<file path="config.mk">
export PLATFORM = sky130hd
export DESIGN_NAME = wless_burst_framer
export DESIGN_NICKNAME = d
export VERILOG_FILES = /design/src/rtl/wless_burst_framer.sv
export SDC_FILE = /design/constraint.sdc
export NUM_CORES = 1
export LEC_CHECK = 0
export ABC_AREA = 1
export BUFFER_PORTS_ARGS = -buffer_cell sky130_fd_sc_hd__buf_2
export CAP_MARGIN = 0
export CELL_PAD_IN_SITES_DETAIL_PLACEMENT = 1
export CELL_PAD_IN_SITES_GLOBAL_PLACEMENT = 1
export CORE_ASPECT_RATIO = 0.75
export CORE_UTILIZATION = 55
export CTS_CLUSTER_DIAMETER = 40
export DETAILED_ROUTE_END_ITERATION = 10
export GPL_ROUTABILITY_DRIVEN = 0
export HOLD_SLACK_MARGIN = 0.06
export PLACE_DENSITY = 0.83
export SETUP_SLACK_MARGIN = 0.2
export SLEW_MARGIN = 25
export SYNTH_ARGS = -nofsm -noshare
export SYNTH_HDL_FRONTEND = slang
export SYNTH_SLANG_ARGS = --single-unit
</file>
<file path="constraint.sdc">
create_clock -name internal_clk -period 6.1 [get_ports internal_clk]
set_clock_uncertainty 0.15 [all_clocks]
set_input_delay 1.525 -clock internal_clk [delete_from_list [all_inputs] [get_ports internal_clk]]
set_output_delay 1.525 -clock internal_clk [all_outputs]
set_load 0.05 [all_outputs]
</file>
<file path="src/rtl/wless_burst_framer.sv">
// Buffers controller bytes and emits HEADER/length/payload/check frames as write strobes to the node UART.
// Define FRAMER_CRC8_EN for a CRC-8 (poly 0x07) check byte; otherwise the check is the XOR of the payload.
module wless_burst_framer #(
    parameter int DATA_WIDTH                 = 8,
    parameter int FIFO_ADDR_W                = 6,
    parameter int START_WIRELESS_TRANS_VALUE = 58,
    parameter int MAX_PAYLOAD                = 58,
    parameter int IDLE_TIMEOUT               = 5000,
    parameter logic [DATA_WIDTH-1:0] HEADER_BYTE = 8'hA5
) (
    input  logic                  internal_clk,
    input  logic                  rst,
    input  logic [DATA_WIDTH-1:0] in_data,
    input  logic                  in_valid,
    output logic                  in_ready,
    output logic [DATA_WIDTH-1:0] out_data,
    output logic                  out_use,
    input  logic                  out_full,
    output logic                  burst_active,
    output logic                  aux
);
    localparam int DEPTH = 1 << FIFO_ADDR_W;
    localparam int CW    = FIFO_ADDR_W + 1;
    localparam int TW    = $clog2(IDLE_TIMEOUT + 1);
    localparam logic [CW-1:0] DEPTH_C = CW'(DEPTH);
    localparam logic [CW-1:0] START_C = CW'(START_WIRELESS_TRANS_VALUE);
    localparam logic [CW-1:0] MAXP_C  = CW'(MAX_PAYLOAD);
    localparam logic [CW-1:0] ONE_C   = CW'(1);
    localparam logic [TW-1:0] TMAX_C  = TW'(IDLE_TIMEOUT - 1);

    typedef enum logic [2:0] {IDLE, HDR, LEN, PAY, CHK} state_t;

    logic [DATA_WIDTH-1:0]  mem [DEPTH];
    logic [FIFO_ADDR_W-1:0] wr_ptr, rd_ptr;
    logic [CW-1:0]          count, len, rem;
    logic [TW-1:0]          timer;
    logic [DATA_WIDTH-1:0]  chk;
    state_t                 state, state_n;

    logic                  wr_en, rd_en, trig, strobe;
    logic [DATA_WIDTH-1:0] byte_n;
    logic [DATA_WIDTH-1:0] head;

    function automatic logic [DATA_WIDTH-1:0] fold(input logic [DATA_WIDTH-1:0] c,
                                                   input logic [DATA_WIDTH-1:0] d);
        logic [DATA_WIDTH-1:0] x;
        x = c ^ d;
`ifdef FRAMER_CRC8_EN
        for (int i = 0; i < 8; i++)
            x = x[DATA_WIDTH-1] ? ((x << 1) ^ DATA_WIDTH'(8'h07)) : (x << 1);
`endif
        return x;
    endfunction

    assign in_ready     = (count != DEPTH_C);
    assign wr_en        = in_valid && in_ready;
    assign head         = mem[rd_ptr];
    assign burst_active = (state != IDLE);
    assign aux          = (state == IDLE) && (count == '0);

    always_comb begin
        state_n = state;
        trig    = 1'b0;
        strobe  = 1'b0;
        rd_en   = 1'b0;
        byte_n  = out_data;
        case (state)
            IDLE: begin
                if (count >= START_C || (count != '0 && timer == TMAX_C)) begin
                    trig    = 1'b1;
                    state_n = HDR;
                end
            end
            HDR: if (!out_full) begin
                strobe  = 1'b1;
                byte_n  = HEADER_BYTE;
                state_n = LEN;
            end
            LEN: if (!out_full) begin
                strobe  = 1'b1;
                byte_n  = DATA_WIDTH'(len);
                state_n = PAY;
            end
            PAY: if (!out_full) begin
                strobe = 1'b1;
                rd_en  = 1'b1;
                byte_n = head;
                if (rem == ONE_C) state_n = CHK;
            end
            CHK: if (!out_full) begin
                strobe  = 1'b1;
                byte_n  = chk;
                state_n = IDLE;
            end
            default: state_n = IDLE;
        endcase
    end

    // Storage has no reset: the pointers and count define what is valid.
    always_ff @(posedge internal_clk) begin
        if (wr_en) mem[wr_ptr] <= in_data;
    end

    always_ff @(posedge internal_clk) begin
        if (rst) begin
            wr_ptr   <= '0;
            rd_ptr   <= '0;
            count    <= '0;
            timer    <= '0;
            state    <= IDLE;
            len      <= '0;
            rem      <= '0;
            chk      <= '0;
            out_use  <= 1'b0;
            out_data <= '0;
        end else begin
            state    <= state_n;
            out_use  <= strobe;
            out_data <= byte_n;
            if (wr_en) wr_ptr <= wr_ptr + FIFO_ADDR_W'(1);
            if (rd_en) rd_ptr <= rd_ptr + FIFO_ADDR_W'(1);
            case ({wr_en, rd_en})
                2'b10:   count <= count + ONE_C;
                2'b01:   count <= count - ONE_C;
                default: count <= count;
            endcase
            if (wr_en || count == '0) timer <= '0;
            else if (timer != TMAX_C) timer <= timer + TW'(1);
            if (trig) begin
                len <= (count > MAXP_C) ? MAXP_C : count;
                rem <= (count > MAXP_C) ? MAXP_C : count;
                chk <= '0;
            end
            if (rd_en) begin
                chk <= fold(chk, head);
                rem <= rem - ONE_C;
            end
        end
    end
endmodule

</file>
==> flow_summary.toml <==
[floorplanning]
initial_utilization = 0.562
floorplan.die_area_um2 = 45500
die-height_um = 185
floorplan.rows = 66
top_level_ports = 24
die_boundary_width_um = 246
core_region_area_um2 = 43700

[run]
drv_cap = 0

[route]
route.detailed.vias_per_inst = 6.12
drcViolationCount = 0
detailroute.via_count = 17663
detailedRoute.firstIterationViolations = 2188
routed_wl_mm = 73.3
drtPass1Iterations = 5
routed_wl_per_cell_um = 25.4
detail-route-antenna-nets = 0

[worst_setup_path]
crit_path_end_kind = "flip-flop"
timing.critical_path.fanout_max = 12
critPathKind = "in -> reg"
cp_cell_instances = "buf_2 -> nand2_1 -> inv_2 -> nand4_1 -> nor2_1"
timing.critical_path.slowest_cell_delay_ns = 1.02
critPathArrivalTime_ns = 4.10
data_required_time_of_the_worst_path_ns = 6.20
crit_path_start_kind = "input port"
timing.critical_path.slowest_stage_cell = "nor2_1"
critPathBufInv = 2
critical-path-top-delay-family = "simple AND/OR/NAND/NOR gates"

[clocking]
clkTransAtPathRegs_ns = 0.06
max_clock_buf_depth = 3
tritoncts.num_buffers = 60
cts_max_level = 2
clk-insertion-delay-late_ns = 0.64
cts_tree = "built"
number_of_hold_repair_buffers_added_at_the_cts_stage = 0
post_cts.resized_instances = 0
tritoncts_num_sinks = 584
post-cts-setup-buffer-count = 0
clk_root_buffer_cell = "clkbuf_16"

[synthesis]
netlist_instances = 2273
count_of_flip_flops_with_a_built_in_enable_after_synthesis = 512
synth_seq_area_share = 0.685
synth_most_common_cell = "nand2_1"
ys_top_cells_by_area = "edfxtp_1 (63%), nand2_1 (11%), nand3_1 (9.5%)"
ys.flop_type = "edfxtp_1"
synth.net_count = 2293
asyncSetResetFlopFracSynth = 0
post_synth_instance_area_um2 = 24500
synth_top_cell_area_share = 0.626
yosysTopAreaCell = "edfxtp_1"
synth.distinct_cells = 39
post_synth_most_frequent_cells = "nand2_1 (746), edfxtp_1 (512), nand3_1 (467), nor2_1 (93), inv_1 (73)"
number_of_flip_flops_and_latches_in_the_synthesized_netlist = 584
syn-mean-instance-area_um2 = 10.8
synth.yosys.warnings = 0

[global_route]
residual_overflow_from_global_routing = 0
grt_antenna_before_repair = 0
global_route_wire_length_before_repair_mm = 110
via_count_of_the_first_global_routing_pass = 17791
grtUsageTotal = 0.328
largest_net_degree_at_the_start_of_global_routing = 217

[sta]
hold_ws_ns = 0.315
worst_slew_margin_rel = 0.260
setup-violations-final = 0
report.final.hold_viol_count = 0
slew_violations = 0
worst_slack_ns = 2.10
tightest_slew_ns = 1.11
totalNegativeSetupSlack_ns = 0
final_critical_path_required_period_ns = 4.00
fmax_mhz = 250
setup_repair_after_global_routing_missed_its_margin = "no"
post-route-period-util = 0.656

[place]
dp_cells = 2770
dp_hpwl_mm = 44.3
dp_slack_ns = 1.54
port_buffers = 23

[power]
vdd.ir_drop.worst_mv = 0.274
cellPowerDensity_nw_per_um2 = 333
power.leakage_nw = 9.63

[final_layout]
layout-area-overhead-vs-synth_pct = 9.27
layout.cells.non_filler = 2885
number_of_filler_instances_in_the_final_layout = 4527
layout.nets = 2276
antenna-diode-count = 0
drive_gt1_frac = 0.0724

[hold_path]
tightest_hold_check_type = "reg -> reg"

[outcome]
status = "finished, final reports clean"
==> cell usage in the layout (no fill, tap or decap), drive strengths merged <==
cell      synthesis  layout
a211oi            2       2
a21oi            53      53
a31oi             3       3
buf             108      42
bufinv            0       6
clkbuf           13      78
clkinv            0      20
clkinvlp          0       6
dfxtp            72      72
edfxtp          512     512
ha                8       8
inv              83      86
nand2           747     747
nand3           467     467
nand4            13      13
nor2             97      97
nor3             21      21
nor3b             2       2
nor4              2       2
o211ai            3       3
o21a              4       4
o21ai            44      44
o22ai             2       2
o41ai             1       1
or2               2       2
xnor2             4       4
xor2             10      10
==> state kept, by name, summed over array words and instances, names as in the netlist, named ones only <==
signal    flops
state         3
wr_ptr        6
mem         512
out_use       1
out_data      8
rd_ptr        6
rem           7
timer        13
len           7
chk           8
count         7
==> through the flow <==
stage / util / instance area (um^2) / power (mW)
global placement: 0.567 / 24800 / 5.23
global route: 0.614 / 26800 / 9.16
detailed placement: 0.567 / 24800 / 5.27
finish: 0.614 / 26800 / 8.94
CTS: 0.613 / 26800 / 8.94
floorplan: - / 24500 / 4.99
==> cell type report <==
type | instances | area (um^2) | area share
Timing Repair Buffer | 42 | 303 | 0.0113
Inverter | 83 | 319 | 0.0119
Clock buffer | 78 | 1630 | 0.0608
Sequential cell | 584 | 16800 | 0.627
Clock inverter | 35 | 373 | 0.0139
Tap cell | 578 | 723 | 0.0270
Multi-Input combinational cell | 1485 | 6650 | 0.248
==> worst reg2reg max path: stages, from the launching register on <==
cell and delay (ns):
dfxtp_1 0.45, inv_1 0.12, nand4_2 0.14, nor3_1 0.06
inv_1 0.07, nand2_1 0.32, inv_2 0.27, nand4_1 0.88
nor2_1 1.02
==> path summary, 6_finish.rpt <==
check            from    endpoint  slack [ns]  cells past startpoint
max          in_valid  mem[36][5]        2.10                      5
max reg2reg  count[2]  mem[36][5]        2.23                      8
min reg2reg    chk[2]      chk[2]        0.32                      2
min            chk[2]      chk[2]        0.32                      2
==> logic make-up (layout without fill, tap and decap cells) <==
logic type      Yosys count  count (layout)  synth area share
xor+xnor                 14              14           0.00499
buf+inv                 204             238            0.0443
fa+ha+maj                 8               8           0.00408
flops                   584             584             0.685
compound gates          112             112            0.0251
simple gates           1351            1351             0.237
==> metal layers <==
layer  vias up  wire, um  GRT usage
met5         -         0          0
met4         0      1590     0.0959
met3       117      6320     0.0530
met2       810     34500      0.515
met1      8885     30900      0.472
li1       7851         -          -
==> report_power, final <==
| part | switching [mW] | leakage, nW | total [mW] | internal (mW) |
|---|---|---|---|---|
| registers | 0.0525 | 5.19 | 4.44 | 4.39 |
| logic | 0.608 | 3.48 | 0.774 | 0.166 |
| clock network | 1.58 | 0.961 | 3.73 | 2.15 |
Power figures use the tool's default switching activity.
